## src/rtl/pipe_ctrl_pkg.sv

```systemverilog
// Shared definitions for the pipeline control unit: FSM encodings,
// flush-length default and the NOP word loaded by flushed stages.
package pipe_ctrl_pkg;

    typedef enum logic {
        CTRL_RUN   = 1'b0,
        CTRL_FLUSH = 1'b1
    } ctrl_state_e;

    localparam int FLUSH_CYCLES_DEF = 2;

    // Wide enough for FLUSH_CYCLES-1 with FLUSH_CYCLES up to 3
    localparam int FCNT_W = 2;

    // addi x0, x0, 0
    localparam logic [31:0] INST_NOP = 32'h0000_0013;

endpackage

```

## src/rtl/sat_cnt.sv

```systemverilog
// Saturating up-counter; increments on inc and sticks at all-ones.
module sat_cnt #(
    parameter int W = 32
) (
    input  logic         clk,
    input  logic         rst_n,
    input  logic         inc,
    output logic [W-1:0] count
);

    always_ff @(posedge clk or negedge rst_n) begin
        if (!rst_n)
            count <= '0;
        else if (inc && (count != {W{1'b1}}))
            count <= count + 1'b1;
    end

endmodule

```

## src/rtl/pipe_ctrl.sv

```systemverilog
// Pipeline control: hold/flush strobes for pc, if_id and id_ex, fetch
// redirect with extra fetch-kill cycles, deferred jumps across freezes.
module pipe_ctrl
    import pipe_ctrl_pkg::*;
#(
    parameter int ADDR_W       = 32,
    parameter int FLUSH_CYCLES = FLUSH_CYCLES_DEF,
    parameter int CNT_W        = 32
) (
    input  logic              clk,
    input  logic              rst_n,
    input  logic              jump_en_i,
    input  logic [ADDR_W-1:0] jump_addr_i,
    input  logic              load_use_i,
    input  logic              mc_busy_i,
    input  logic              mem_wait_i,
    output logic              hold_pc_o,
    output logic              hold_if_id_o,
    output logic              hold_id_ex_o,
    output logic              flush_if_id_o,
    output logic              flush_id_ex_o,
    output logic              jump_en_o,
    output logic [ADDR_W-1:0] jump_addr_o,
    output logic [CNT_W-1:0]  stall_cnt_o,
    output logic [CNT_W-1:0]  flush_cnt_o
);

    localparam logic              MULTI     = (FLUSH_CYCLES > 1);
    localparam logic [FCNT_W-1:0] FCNT_LOAD = FCNT_W'(FLUSH_CYCLES - 1);

    ctrl_state_e       state_q, state_d;
    logic [FCNT_W-1:0] fcnt_q, fcnt_d;
    logic              pend_q, pend_d;
    logic [ADDR_W-1:0] pend_addr_q, pend_addr_d;

    logic              freeze;
    logic              hold_pc, hold_if_id, hold_id_ex;
    logic              flush_if_id, flush_id_ex, jump_en;
    logic [ADDR_W-1:0] jump_addr;

    assign freeze = mem_wait_i | mc_busy_i;

    always_ff @(posedge clk or negedge rst_n) begin
        if (!rst_n) begin
            state_q     <= CTRL_RUN;
            fcnt_q      <= '0;
            pend_q      <= 1'b0;
            pend_addr_q <= '0;
        end else begin
            state_q     <= state_d;
            fcnt_q      <= fcnt_d;
            pend_q      <= pend_d;
            pend_addr_q <= pend_addr_d;
        end
    end

    always_comb begin
        state_d     = state_q;
        fcnt_d      = fcnt_q;
        pend_d      = pend_q;
        pend_addr_d = pend_addr_q;
        hold_pc     = 1'b0;
        hold_if_id  = 1'b0;
        hold_id_ex  = 1'b0;
        flush_if_id = 1'b0;
        flush_id_ex = 1'b0;
        jump_en     = 1'b0;
        jump_addr   = '0;

        if (freeze) begin
            // Whole front end stalls; a jump seen now is replayed later,
            // and only the first one survives.
            hold_pc    = 1'b1;
            hold_if_id = 1'b1;
            hold_id_ex = 1'b1;
            if (jump_en_i && !pend_q) begin
                pend_d      = 1'b1;
                pend_addr_d = jump_addr_i;
            end
        end else if (jump_en_i || pend_q) begin
            jump_en     = 1'b1;
            jump_addr   = pend_q ? pend_addr_q : jump_addr_i;
            flush_if_id = 1'b1;
            flush_id_ex = 1'b1;
            pend_d      = 1'b0;
            if (MULTI) begin
                state_d = CTRL_FLUSH;
                fcnt_d  = FCNT_LOAD;
            end else begin
                state_d = CTRL_RUN;
                fcnt_d  = '0;
            end
        end else if (state_q == CTRL_FLUSH) begin
            // Kill the words the synchronous ROM still delivers
            flush_if_id = 1'b1;
            if (fcnt_q <= FCNT_W'(1)) begin
                state_d = CTRL_RUN;
                fcnt_d  = '0;
            end else begin
                fcnt_d = fcnt_q - 1'b1;
            end
        end else if (load_use_i) begin
            hold_pc     = 1'b1;
            hold_if_id  = 1'b1;
            flush_id_ex = 1'b1;
        end
    end

    // Outputs are forced low while reset is asserted, independent of inputs
    assign hold_pc_o     = hold_pc     & rst_n;
    assign hold_if_id_o  = hold_if_id  & rst_n;
    assign hold_id_ex_o  = hold_id_ex  & rst_n;
    assign flush_if_id_o = flush_if_id & rst_n;
    assign flush_id_ex_o = flush_id_ex & rst_n;
    assign jump_en_o     = jump_en     & rst_n;
    assign jump_addr_o   = jump_addr   & {ADDR_W{rst_n}};

    sat_cnt #(.W(CNT_W)) u_stall_cnt (
        .clk   (clk),
        .rst_n (rst_n),
        .inc   (hold_pc_o),
        .count (stall_cnt_o)
    );

    sat_cnt #(.W(CNT_W)) u_flush_cnt (
        .clk   (clk),
        .rst_n (rst_n),
        .inc   (jump_en_o),
        .count (flush_cnt_o)
    );

endmodule

```

## config.mk

```make
export PLATFORM = sky130hd
export DESIGN_NAME = pipe_ctrl
export DESIGN_NICKNAME = d
export VERILOG_FILES = /design/src/rtl/pipe_ctrl_pkg.sv /design/src/rtl/sat_cnt.sv /design/src/rtl/pipe_ctrl.sv
export SDC_FILE = /design/constraint.sdc
export NUM_CORES = 1
export LEC_CHECK = 0
export BUFFER_PORTS_ARGS = -buffer_cell sky130_fd_sc_hd__buf_2
export CORE_AREA = 5 5 137 139
export DETAILED_ROUTE_END_ITERATION = 16
export DIE_AREA = 0 0 142 144
export SLEW_MARGIN = 10
export SYNTH_ARGS = -nofsm -noshare
export SYNTH_HDL_FRONTEND = slang
export SYNTH_SLANG_ARGS = --single-unit
```

## constraint.sdc

```tcl
create_clock -name clk -period 2.1 [get_ports clk]
set_input_delay 0.42 -clock clk [delete_from_list [all_inputs] [get_ports clk]]
set_output_delay 0.42 -clock clk [all_outputs]
set_load 0.005 [all_outputs]
```

Word level (Yosys, flattened, before mapping)
Index checks and enable logic that the tools add are counted.
{ "word_totals": {"reg_bits": 100, "latch_bits": 0, "ramBits": 0, "romBits": 0, "inputBits": 38, "word_cells": 55, "mem_count": 0} }
{ "classes": {"addsub": 3, "multipliers": 0, "div_mod_pow": 0, "order_cmp": 1, "eq_ne": 3, "n_shift": 0, "mux": 24, "n_bitwise": 8, "reduce_logical": 10} }
{ "ops": {"columns": ["operator", "count"], "rows": [
  ["2-to-1 mux 32 bit", 3],
  ["adder 32 x 1 -> 32 bit, second input constant", 2],
  ["inequality test 32 bit, second input constant", 2],
  ["bitwise AND 32 bit", 1],
  ["2-to-1 mux 1 bit", 18],
  ["2-to-1 mux 2 bit", 3],
  ["AND reduction 2 bit", 3],
  ["bitwise AND 1 bit", 5],
  ["nonzero test 2 bit", 2],
  ["logical AND 1 bit", 3],
  ["<= comparator 2 x 1 -> 1 bit, second input constant", 1],
  ["inequality test 2 x 1 -> 1 bit, second input constant", 1],
  ["subtractor 2 x 1 -> 2 bit, second input constant", 1],
  ["logical NOT 1 bit", 1],
  ["logical OR 1 bit", 1],
  ["inverter 1 bit", 1],
  ["OR 1 bit", 1]
]} }

Longest topological paths before layout
Gate-level depths: netlist of run 1.
{ "depth": {"depth_word": 6, "ltp_mapped": 7, "mapped_depth_nobuf": 6} }

Cells and area by module
Synthesis of run 1 repeated with hierarchy kept, for this count alone.
{ "hier_totals": {"hier_cells": 505, "area_unflattened_um2": 5253.8} }
{ "modules_own_cells": {"columns": ["mod", "n_inst", "cells_each", "area_per_inst_um2", "seq_area_each_um2"], "rows": [
  ["sat_cnt", 2, 151, 1624.1, 800.8],
  ["pipe_ctrl", 1, 203, 2005.7, 900.9]
]} }

Least setup slack after synthesis of run 1
OpenSTA, ideal clock, no wires.
{ "synth_path": {"path_type": "input-to-reg", "start": "in mc_busy_i", "end": "reg u_stall_cnt.count[1]", "setup_ns": 0.125, "arrival_time_ns": 1.786, "required_time_ns": 1.975, "path_slack_ns": 0.189, "stages": 6, "cell_sequence": "or2_2 clkbuf_1 o21ai_2 inv_2 o21ai_0 mux2_2"} }
{ "synth_via": {"elab_chain_cells": 4} }
{ "synth_lines": {"columns": ["element", "line_no", "source"], "rows": [
  ["from (decl)", "pipe_ctrl.sv:15", "input logic mc_busy_i,"],
  ["OR 1 bit", "pipe_ctrl.sv:41", "assign freeze = mem_wait_i | mc_busy_i;"],
  ["2-to-1 mux 1 bit", null, null],
  ["bitwise AND 1 bit", null, null],
  ["via hold_if_id_o", "pipe_ctrl.sv:18", "output logic hold_if_id_o,"],
  ["logical AND 1 bit", "sat_cnt.sv:14", "else if (inc && (count != {W{1'b1}}))"],
  ["to (signal assigned)", "sat_cnt.sv:15", "count <= count + 1'b1;"],
  ["to (decl)", "sat_cnt.sv:8", "output logic [W-1:0] count"]
]} }
The timed path passes the listed nets, and every way through them passes these cells.
A chain may end at the register's enable or synchronous reset.

Worst setup path after layout of run 1
{ "layout_path": {"start": "reg pend_q", "end": "out jump_addr_o[22]"} }
{ "layout_via": {"elab_chain_cells": 4, "elab_cells_between_ends": 5, "classes_between": "mux: 3; bitwise: 1; reduce/logical: 1"} }
{ "layout_lines": {"columns": ["element", "line_no", "source"], "rows": [
  ["from (decl)", "pipe_ctrl.sv:33", "logic pend_q, pend_d;"],
  ["from (signal assigned)", "pipe_ctrl.sv:52", "pend_q <= pend_d;"],
  ["2-to-1 mux 32 bit or logical OR 1 bit (tied branches)", "pipe_ctrl.sv:82, pipe_ctrl.sv:80", null],
  ["2-to-1 mux 32 bit *", "pipe_ctrl.sv:80", "end else if (jump_en_i || pend_q) begin"],
  ["2-to-1 mux 32 bit *", "pipe_ctrl.sv:70", "if (freeze) begin"],
  ["bitwise AND 32 bit *", "pipe_ctrl.sv:116", "assign jump_addr_o = jump_addr & {ADDR_W{rst_n}};"],
  ["to (decl)", "pipe_ctrl.sv:23", "output logic [ADDR_W-1:0] jump_addr_o,"]
]} }
Every way passes the cells marked *; elsewhere a longest branch is shown, timed or not.

==> results of run 1 <==
state kept, by name, indices dropped and copies added (netlist names):
register and flops:
state_q 1, fcnt_q 2, u_flush_cnt.count 32, u_stall_cnt.count 32
pend_addr_q 32, pend_q 1
through the flow:
step | total power, mW | hold slack (ns) | instance area, um^2
after floorplan | 2.98 | 0.124 | 5090
after global placement | 3.44 | 0.470 | 6300
after detailed placement | 3.47 | 0.480 | 6300
after CTS | 5.25 | 0.121 | 6640
after global routing | 5.48 | 0.141 | 6640
final | 5.18 | 0.111 | 6640
cells in the mapped netlist (6+ instances only):
| cell | number |
|---|---|
| sky130_fd_sc_hd__a22oi_1 | 32 |
| sky130_fd_sc_hd__mux2_2 | 36 |
| sky130_fd_sc_hd__o21ai_0 | 6 |
| sky130_fd_sc_hd__nand2_1 | 24 |
| sky130_fd_sc_hd__nand4_1 | 19 |
| sky130_fd_sc_hd__a21oi_1 | 7 |
| sky130_fd_sc_hd__and4_1 | 7 |
| sky130_fd_sc_hd__and2_1 | 6 |
| sky130_fd_sc_hd__nor3_1 | 17 |
| sky130_fd_sc_hd__and3_1 | 13 |
| sky130_fd_sc_hd__clkbuf_1 | 15 |
| sky130_fd_sc_hd__nor4_1 | 6 |
| sky130_fd_sc_hd__dfrtp_1 | 100 |
| sky130_fd_sc_hd__buf_2 | 7 |
| sky130_fd_sc_hd__inv_1 | 6 |
| sky130_fd_sc_hd__xnor2_1 | 26 |
| sky130_fd_sc_hd__xor2_1 | 25 |
| sky130_fd_sc_hd__nor2_1 | 53 |
| sky130_fd_sc_hd__nand3_1 | 30 |
worst max-delay path: stages (launching register included):
cell	delay, ns
sky130_fd_sc_hd__dfrtp_2	0.44
sky130_fd_sc_hd__buf_6	0.17
sky130_fd_sc_hd__nor2b_4	0.16
sky130_fd_sc_hd__buf_12	0.17
sky130_fd_sc_hd__a22oi_1	0.08
sky130_fd_sc_hd__nor2_1	0.13
sky130_fd_sc_hd__buf_2	0.13
report_power, final:
part	internal [mW]	switching, mW	leakage, nW
registers	2.20	0.222	1.27
logic	0.548	0.468	1.77
clock network	0.992	0.749	0.148
cell type report:
class | count | area [um^2]
inverters | 7 | 26.3
flip-flops and latches | 100 | 2500
clock inverters | 5 | 58.8
fillers | 1804 | 10900
multi-input cells | 354 | 2470
clock buffers | 11 | 253
well taps | 229 | 287
repair buffers | 179 | 1040
path summary, 6_finish.rpt:
path / start / endpoint / slack [ns] / depth (start not counted)
setup / recovery: pend_q / jump_addr_o[22] / 0.03 / 6
hold / removal: rst_n / u_flush_cnt.count[16] / 0.11 / 2
setup reg to reg: u_flush_cnt.count[1] / u_flush_cnt.count[3] / 0.14 / 6
hold reg to reg: u_flush_cnt.count[22] / u_flush_cnt.count[22] / 0.48 / 1
max in group asynchronous: rst_n / pend_addr_q[20] / 0.69 / 3
min in group clk: jump_addr_i[22] / pend_addr_q[22] / 0.32 / 2
cells by family after synthesis:
kind of cell | after synthesis | share of synthesized area (%)
mux | 37 | 8.17
fa+ha+maj | 2 | 0.492
compound gates | 67 | 9.54
xor+xnor | 51 | 8.78
buf+inv | 30 | 2.46
simple gates | 197 | 21.4
flops | 100 | 49.2
routing by layer:
| metal | wire length (um) | share of wire, % |
|---|---|---|
| met3 | 641 | 4.7 |
| met4 | 205 | 1.5 |
| met2 | 6470 | 47 |
| met5 | 0 | 0 |
| met1 | 6410 | 47 |
what timing repair did:
| item | in CTS | in global routing |
|---|---|---|
| endpoints found under the setup margin | 34 | 34 |
| hold endpoints to repair | 0 | 0 |
| pin swaps | 1 | 0 |
| setup buffers | 2 | 0 |
| resized for setup | 3 | 1 |
==> results, run 1 <==
- The required time at the worst-slack endpoint is 1.68 ns.
- The total negative setup slack is 0 ns.
- The post-synthesis area per instance is 10.5 um^2.
- Across the routed clock network, the largest skew measured is 0.0104 ns.
- In this run, post-CTS hold repair placed 0 buffers.
- The deepest clock path buffer count is 2.
- The signal arrival time at the worst endpoint is 1.65 ns.
- The busiest layer in global routing is met2.
- The synthesized area is 0.00509 mm^2.
- Setup repair after global routing could not meet its margin everywhere.
- For this run, the leading register cell type out of synthesis is sky130_fd_sc_hd__dfrtp_1.
- From left edge to right edge, the die measures 142 um.
- The I/O pin total is 140.
- Setup violations remaining at the end of the flow were counted as 0.
- The clock reaches the later pin of the worst-skew pair after 0.35 ns.
- The share of the clock period used by the worst path is 98.7%.
- Cells with a size suffix above 1 make up 37.8% of the layout.
- The met2 track utilization from global routing is 21.7%.
- The initial core utilization is 29.0%.
- The floorplan row count is 49.
- The number of synthesized register bits is 100.
- The vias after detailed routing is 4355.
- The final weighted congestion in routability-driven placement is 0.807.
- The final worst slack is 0.0276 ns.
- The area of the die is 0.0204 mm^2.
- The met3 usage is 3.21%.
- Yosys mapped a number of flops with a built-in enable equal to 0.
- The share of async-settable or async-resettable flops after synthesis is 100%.
- Of all nets on the critical path, the largest fanout is 22.
- The first global-routing pass estimated 22200 um of wire.
- The worst setup path is launched from a flip-flop.
- Before CTS, the worst setup slack after placement is -0.0193 ns.
- Global routing used 18.1% of the available met1 tracks.
- In this run the standard cell core region covers 0.0175 mm^2.
- The final hold violation count was 0.
- The final critical delay including setup and external delays is 2.07 ns.
- The cell sitting at the root of the clock tree is a sky130_fd_sc_hd__clkbuf_16.
- The wire-length estimate of the detail-placed layout is 10100 um.
- Synthesis produced 484 cells.
- After detailed routing, the total wire length is 13700 um.
- Buffers placed on the I/O ports in this run total 139.
- The worst setup path is of the reg2out kind.
- The actual transition at the worst max-transition pin is 0.943 ns.
- Summed over all cells, the static leakage comes to 3.18 nW.
- Across the VDD grid, the largest voltage drop is 0.352 mV.
- After synthesis, flip-flops and latches occupy 49.2% of the total area.
- The number of DRC violations after detailed routing is 0.
- At the end of the flow, the number of nets in the layout was 691.
- The via count of the first global-routing pass was 4417.
- The fraction of the core area covered by cells at the end of the flow is 37.9%.
- The leading area contributor after synthesis is sky130_fd_sc_hd__dfrtp_1.
- The relative max-transition margin is 37.1%.
- In this run the power density over the cells is 780 mW/mm^2.
- Ranked by total cell area, the synthesized netlist is headed by sky130_fd_sc_hd__dfrtp_1, sky130_fd_sc_hd__mux2_2, sky130_fd_sc_hd__a22oi_1.
- When the netlist entered floorplanning its net count stood at 524.
- The die is 144 um tall.
- The mean number of vias per cell is 4.92.
- The tool flagged a number of max-cap violations equal to 0.
- The run finished with clean final reports.
- From synthesis to final layout, the design area changed by 30.5%.
- The type of the tightest min-delay check is in2async.
- Across every metal layer, demand over resource in global routing totals 13.5%.
- The number of CTS-inserted buffers is 9.
- The initial antenna violation count is 0.
- The detail route stage leaves a number of antenna-violating nets equal to 0.
- The final global-route overflow total is 0.
- The number of pins exceeding their max-slew limit in the final report is 0.
- The Yosys warning count is 0.
- The library cell used most frequently in the layout, excluding fill and tap cells, is sky130_fd_sc_hd__buf_2.
- The number of sinks handled by clock tree synthesis is 100.
- The highest clock frequency the design can meet is 0.483 GHz.
- For this run, the number of standard cells in the final layout without fillers is 885.
- The top cell types in the final layout, fill and taps aside, are sky130_fd_sc_hd__buf_2, sky130_fd_sc_hd__dfrtp_1, sky130_fd_sc_hd__nor2_1.
- The share of the synthesized area in the top cell type is 49.2%.
- In this run, the number of DRC markers left after iteration 0 of detailed routing was 173.
- The cell count after placement is 867.
- The synthesized netlist contains 48 unique library cells.
- The number of optimization iterations in the first detailed-route pass is 4.
- The mean routed wirelength per cell is 15.5 um.
- The number of H-tree levels is 3.
- The number of diodes added for antenna fixing is 0.
- The post-CTS clock slew at the launch and capture registers of the worst setup and hold paths is 0.07 ns.
- The largest net degree at the start of global routing is 74.
- TritonCTS built the clock tree.
- The sort of element at the end of the critical path is a primary output.
No activity file was read; power rests on OpenSTA's default activity.
==> run 2, diff against run 1 <==
- clock period: 2.1 -> 1.7 ns (I/O delays scaled with it)
==> run 2 against run 1 <==
Compared with the run above:
- sequential power is 21% higher
- critical path depth is 1 higher
- clock power is 15% higher
- die area stayed put
- cell area is 25% higher
- first-iteration DRC count is 9.2% higher
- the run now ends with negative setup slack left
- flip-flop and latch count stayed put
- routed wire length is 20% higher
==> results, run 2 (synthesis gave the netlist of run 1 again) <==
- The run finished, with violations left.
- The final reports fail on negative setup slack.
- The signal arrival time at the worst endpoint is 1.61 ns.
- After legalization and detailed placement, the total HPWL measured 10700 um.
- After filler insertion, the fill cell instance count of the layout stands at 1616.
- The final worst slack is -0.250 ns.
- In this run the clock root is driven by a sky130_fd_sc_hd__clkbuf_16.
- Counting cells, the worst reg-to-reg path comes to 9.
- In this run the number of H-tree levels came out at 3.
- The final design instance area without fill is 0.00832 mm^2.
- The insertion delay of the later-clocked pin in the worst-skew pair is 0.35 ns.
- The worst setup path is launched from a flip-flop.
- The port buffer count is 139.
- Cells fill 47.5% of the core in the end.
- The vias after detailed routing is 4888.
- Measured against its own limit, the worst slew margin works out to 63.0%.
- The maximum VDD drop is 0.489 mV.
- TritonCTS built the clock tree.
- The power consumption is 6.88 mW.
- The first-pass GRT wire length is 25400 um.
- The post-CTS clock slew at the launch and capture registers of the worst setup and hold paths is 0.07 ns.
- At the worst endpoint, the required time is 1.36 ns.
- Including well taps, the total number of placed cells is 928.
- The total overflow left after global routing is 0.
- The sort of element at the end of the critical path is a primary output.
- The worst hold slack across all endpoints is 0.233 ns.
- The tightest min-delay check is of the in2reg type.
- Subtracting the final worst setup slack from the clock period gives 1.95 ns.
- Across the run, the number of max-cap violations was 0.
- The total power per unit cell area is 827 mW/mm^2.
- The overall routing resource usage is 15.5%.
- The share of cells above drive strength 1 is 59.4%.
- The die is 142 um wide.
- After floorplanning, the core was sized to cover 0.0175 mm^2.
- From bottom edge to top edge, the die measures 144 um.
- Along the worst hold path, the cell count comes to 2.
- Entering global routing, the biggest net connects 100 pins.
- The share of the clock period used by the worst path is 115%.
- The worst setup path category is reg2out.
- The initial antenna violation count is 0.
- The signed area change from the synthesized netlist to the final layout is 63.6%.
- The final layout contains routed wiring with a total length of 16400 um.
- In the final layout, the registers with the most flip-flops are pend_addr_q x32, u_flush_cnt.count x32, u_stall_cnt.count x32.
- The number of optimization iterations in the first detailed-route pass is 4.
- The number of CTS-inserted buffers is 9.
- The analysis attributes to cell leakage a power of 3.90 nW.
- The top cell types in the final layout, fill and taps aside, are sky130_fd_sc_hd__buf_2, sky130_fd_sc_hd__dfrtp_1, sky130_fd_sc_hd__buf_4.
- The count of nets left with antenna violations once routing finished came out at 0.
- Leaving out fill and tap cells, the most frequent cell in the layout is sky130_fd_sc_hd__buf_2.
- The mean number of vias per cell is 4.96.
- The highest clock frequency the design can meet is 0.513 GHz.
- The die covers 0.0204 mm^2.
- The number of sinks handled by clock tree synthesis is 100.
- The number of pins exceeding their max-slew limit in the final report is 0.
- The floorplan row count is 49.
- After detailed routing, the average wire length per cell comes to 16.7 um.
- The via count of the first global-routing pass is 4997.
- The deepest clock path buffer count is 2.
- 140 I/O pins were placed.
- In this run the worst path has a maximum fanout of 3.
- The final hold violation count was 0.
- Between clock sinks in the finished design, the worst skew comes to 0.00908 ns.
- The register-to-register setup slack is -0.23 ns.
- For this run, the post-layout net count is 791.
- The number of endpoints failing setup at the final stage is 75.
- Routability-driven placement finished with a final weighted congestion of 0.785.
- Setup repair after global routing could not meet its margin everywhere.
- For this configuration, the core starts out at a cell density of 29.0%.
- For this run, design rule violations remaining after detail routing come to 0.
- At the pin with the least slew margin, the transition time is 0.554 ns.
- The placed instance area is 0.00680 mm^2.
- 0 antenna diodes ended up in the layout.
- The number of non-filler instances in the completed layout is 985.
- The number of DRC markers in iteration 0 is 189.
==> run 2: per-layer routing <==
metal | share of wire [%] | vias up | global-route usage [%]
met1 | 45 | 2459 | 20.0
met2 | 49 | 102 | 25.8
li1 | - | 2307 | -
met4 | 1.5 | 0 | 5.45
met3 | 4.5 | 20 | 3.37
met5 | 0 | - | 0
==> run 2: timing repair <==
item,in CTS,in global routing
cloned,4,3
pin swaps,48,61
hold buffers,1,0
setup endpoints to repair,72,127
gates resized for setup,93,90
endpoints found under the hold margin,1,0
buffers inserted,26,10
==> run 2: area by class of cell <==
type / instances / area [um^2] / share of cell area, %
clock inverter: 4 / 23.8 / 0.286
inverter: 7 / 28.8 / 0.346
timing repair buffer: 279 / 2070 / 24.8
clock buffer: 12 / 256 / 3.08
tap: 229 / 287 / 3.44
sequential: 100 / 2510 / 30.1
multi-input combinational: 354 / 3150 / 37.9
==> run 2: worst max-delay path, stage by stage (launching register included) <==
cell and delay (ns):
sky130_fd_sc_hd__dfrtp_1 0.41, sky130_fd_sc_hd__buf_6 0.13, sky130_fd_sc_hd__nor4b_4 0.20, sky130_fd_sc_hd__buf_4 0.18
sky130_fd_sc_hd__o21ai_4 0.08, sky130_fd_sc_hd__inv_4 0.07, sky130_fd_sc_hd__buf_6 0.11, sky130_fd_sc_hd__buf_6 0.09
==> run 2: path summary, 6_finish.rpt <==
path	start	endpoint
worst min register to register	u_flush_cnt.count[11]	u_flush_cnt.count[11]
worst max register to register	pend_q	u_stall_cnt.count[26]
min in group asynchronous	rst_n	u_flush_cnt.count[27]
worst max-delay path	pend_q	hold_pc_o
max in group asynchronous	rst_n	pend_addr_q[27]
worst min-delay path	jump_addr_i[31]	pend_addr_q[31]
==> run 2: power by group <==
part	total (mW)	internal, mW	switching (mW)
logic	1.96	1.10	0.859
registers	2.92	2.71	0.209
clock network	2.00	1.07	0.925
total	6.88	4.89	1.99
==> run 2: through the flow <==
stage                     setup slack [ns]  setup TNS (ns)
final                               -0.250          -11.16
after global routing                -0.361          -18.31
after CTS                           -0.258          -11.76
after detailed placement            -0.225           -7.70
after global placement              -0.171           -6.67
after floorplan                    -0.0485          -0.389
==> run 3, diff against run 2 <==
- CORE_AREA: 5 5 137 139 -> 5 5 127 129
- DIE_AREA: 0 0 142 144 -> 0 0 132 134
==> run 3 against run 2 <==
Compared with the run above:
- the run still ends with negative setup slack left
- global-route usage is 2.1 points higher
- combinational power hardly changed
- critical endpoint is now jump_addr_o[26]
- non-clock buffer count is 12 lower
- via count is 0.68% higher
- critical path type unchanged
- final cell count is 5.5% lower
- register-to-register slack worse by 0.04 ns
- die area is 13% lower
- highest routed layer unchanged
- critical path depth stayed put
- routed wire length is 3.8% higher
==> results, run 3 (synthesis gave the netlist of run 1 again) <==
- The run finished, with violations left.
- The checks that failed: negative setup slack.
- The initial core utilization is 34.1%.
- The sort of element at the end of the critical path is a primary output.
- The first detailed-routing pass ran for 4 iterations.
- The post-CTS clock slew at the launch and capture registers of the worst setup and hold paths is 0.07 ns.
- The final design instance area without fill is 0.00813 mm^2.
- The area of the die is 0.0177 mm^2.
- The worst setup path category is reg2out.
- In the global route stage, met1 resource usage came out at 22.0%.
- The static leakage is 3.92 nW.
- The type of the tightest min-delay check is in2async.
- The placed instance area is 0.00670 mm^2.
- Cells with a size suffix above 1 make up 55.5% of the layout.
- For this block, the routed nets add up to 17000 um of wire.
- For the worst setup path, the data required time is 1.36 ns.
- The switching part of the total power is 28.8%.
- The floorplan row count is 45.
- In the routed design, unresolved DRC markers number 0.
- The maximum VDD drop is 0.491 mV.
- For the worst setup path, the data arrival time is 1.71 ns.
- The CTS tree is done.
- The number of pins exceeding their max-slew limit in the final report is 0.
- Across all register-to-register paths, the minimum setup slack is -0.27 ns.
- The largest net degree at the start of global routing is 51.
- Setup violations remaining at the end of the flow were counted as 81.
- The routed design could run at a clock period as short as 2.05 ns.
- The internal portion of the total power is 4.87 mW.
- The endpoint identified for the worst register-to-register timing path is u_stall_cnt.count[26].
- The final worst slack is -0.349 ns.
- The count of hold buffers inserted by post-cts repair is 0.
- The fraction of the core area covered by cells at the end of the flow is 54.5%.
- The overall routing resource usage is 17.6%.
- The detailed router placed 4921 vias in this run.
- The initial antenna violation count is 0.
- In this run the critical register-to-register path is launched from pend_q.
- The clock tree root buffer cell is sky130_fd_sc_hd__clkbuf_16.
- The register share of total power is 42.8%.
- The HPWL after detailed placement is 10900 um.
- The relative max-transition margin is 56.6%.
- The later pin in the worst-skew pair is clocked with a latency of 0.35 ns.
- The final hold violation count is 0.
- The library cells used most frequently in the layout, excluding fill and tap cells, are sky130_fd_sc_hd__buf_2, sky130_fd_sc_hd__dfrtp_1, sky130_fd_sc_hd__buf_4.
- The clock tree synthesis step divided the H-tree into 3 levels.
- The height of the die is 134 um.
- Dividing the detail-routed via count by the number of cells gives 5.29.
- The depth of the worst register-to-register path is 8.
- The total of max-cap violations is 0.
- The signed area change from the synthesized netlist to the final layout is 59.8%.
- The first global-routing pass estimated 25400 um of wire.
- Global routing used 4.73% of the available met3 tracks.
- Derived from the worst setup path, the maximum achievable clock frequency is 0.488 GHz.
- The number of sinks handled by clock tree synthesis is 100.
- TritonCTS created 9 clock buffers.
- The die extent in x is 132 um.
- The busiest layer in global routing is met2.
- The core region area is 0.0149 mm^2.
- The combinational power share is 28.4%.
- Hold timing on the final database bottoms out at a slack of 0.0103 ns.
- Summed over all nets, the switching power comes to 1.97 mW.
- For the final database, setup skew stands at 0.00950 ns.
- The number of DRC markers in iteration 0 is 294.
- The total power per unit cell area is 840 mW/mm^2.
- The port buffer count is 139.
- Dividing the final minimum period by the clock period gives 121%.
- After layout, the design draws a total of 6.83 mW.
- The largest registers in the layout are pend_addr_q x32, u_flush_cnt.count x32, u_stall_cnt.count x32.
- The proportion of power drawn by the clock network is 28.8%.
- The detail route stage leaves a number of antenna-violating nets equal to 0.
- The startpoint kind of the worst setup timing path is a flip-flop.
- The via count of the first global-routing pass is 5014.
- The final global-route overflow total is 0.
- Along the worst path, the maximum fanout reaches 8.
- Setup repair after global routing could not meet its margin everywhere.
- The post-layout net count is 779.
- The mean routed wirelength per cell is 18.3 um.
- The longest clock path from root to sink contains 2 buffers.
- The met2 track utilization from global routing is 30.2%.
- For this design the top-level I/O count stands at 140.
- The setup slack after placement is -0.256 ns.
- The most common library cell in the layout ignoring fill and taps is sky130_fd_sc_hd__buf_2.
- For the pin with the worst max-slew slack, the measured transition is 0.651 ns.
- The final weighted congestion in routability-driven placement is 0.849.
- The number of diodes added for antenna fixing is 0.
-- run 3: changes by cell type in the layout (fill, tap and decap cells not counted), sizes merged --
cell / change
buf: -13
bufbuf: +1
clkbuf: +2
clkinv: -2
dlygate4sd3: -1
-- run 3: timing repair --
item,in CTS,in global routing
resized for setup,75,87
pin swaps,28,50
setup buffers,11,16
setup endpoints to repair,107,124
cloned,4,4
-- run 3: worst max-delay path, stage by stage, from the launching register on --
cell                      delay, ns
sky130_fd_sc_hd__dfrtp_2       0.45
sky130_fd_sc_hd__buf_12        0.14
sky130_fd_sc_hd__nor2b_4       0.14
sky130_fd_sc_hd__buf_6         0.12
sky130_fd_sc_hd__buf_12        0.12
sky130_fd_sc_hd__a22oi_2       0.05
sky130_fd_sc_hd__nor2_1        0.17
sky130_fd_sc_hd__buf_2         0.15
-- run 3: per-stage QoR --
step,cells,setup TNS [ns]
2_1_floorplan,484,-0.389
3_3_place_gp,882,-11.54
3_5_place_dp,882,-13.33
4_1_cts,912,-12.76
5_1_grt,931,-20.33
6_report,931,-13.12
-- run 3: metal layers --
metal	wire, um	up-vias
li1	-	2283
met1	6970	2476
met2	8970	141
met3	855	21
met4	230	0
met5	0	-
-- run 3: power by group through the flow --
stage | registers, mW | logic, mW | clock network [mW]
global placement | 2.92 | 1.49 | 0
global route | 2.96 | 2.09 | 2.10
CTS | 2.90 | 1.72 | 2.00
finish | 2.93 | 1.94 | 1.96
detailed placement | 2.94 | 1.55 | 0
floorplan | 3.01 | 0.683 | 0
-- run 3: how the worst max path moves through the flow --
stage	from	to	slack [ns]	depth (start not counted)
finish	pend_q	jump_addr_o[26]	-0.35	7
global route	pend_q	jump_addr_o[26]	-0.41	7
CTS	pend_q	jump_addr_o[26]	-0.29	7
detailed placement	mc_busy_i	jump_addr_o[15]	-0.26	6
global placement	rst_n	jump_addr_o[11]	-0.22	6
floorplan	u_flush_cnt.count[2]	u_flush_cnt.count[28]	-0.05	5
-- run 3: final cells by class --
cell class,instances,area (um^2)
inverter,7,28.8
clock inverter,2,10.0
multi-input combinational,354,3140
timing repair buffer,267,1950
fill,1293,6790
sequential,100,2500
clock buffer,13,260
tap,188,235
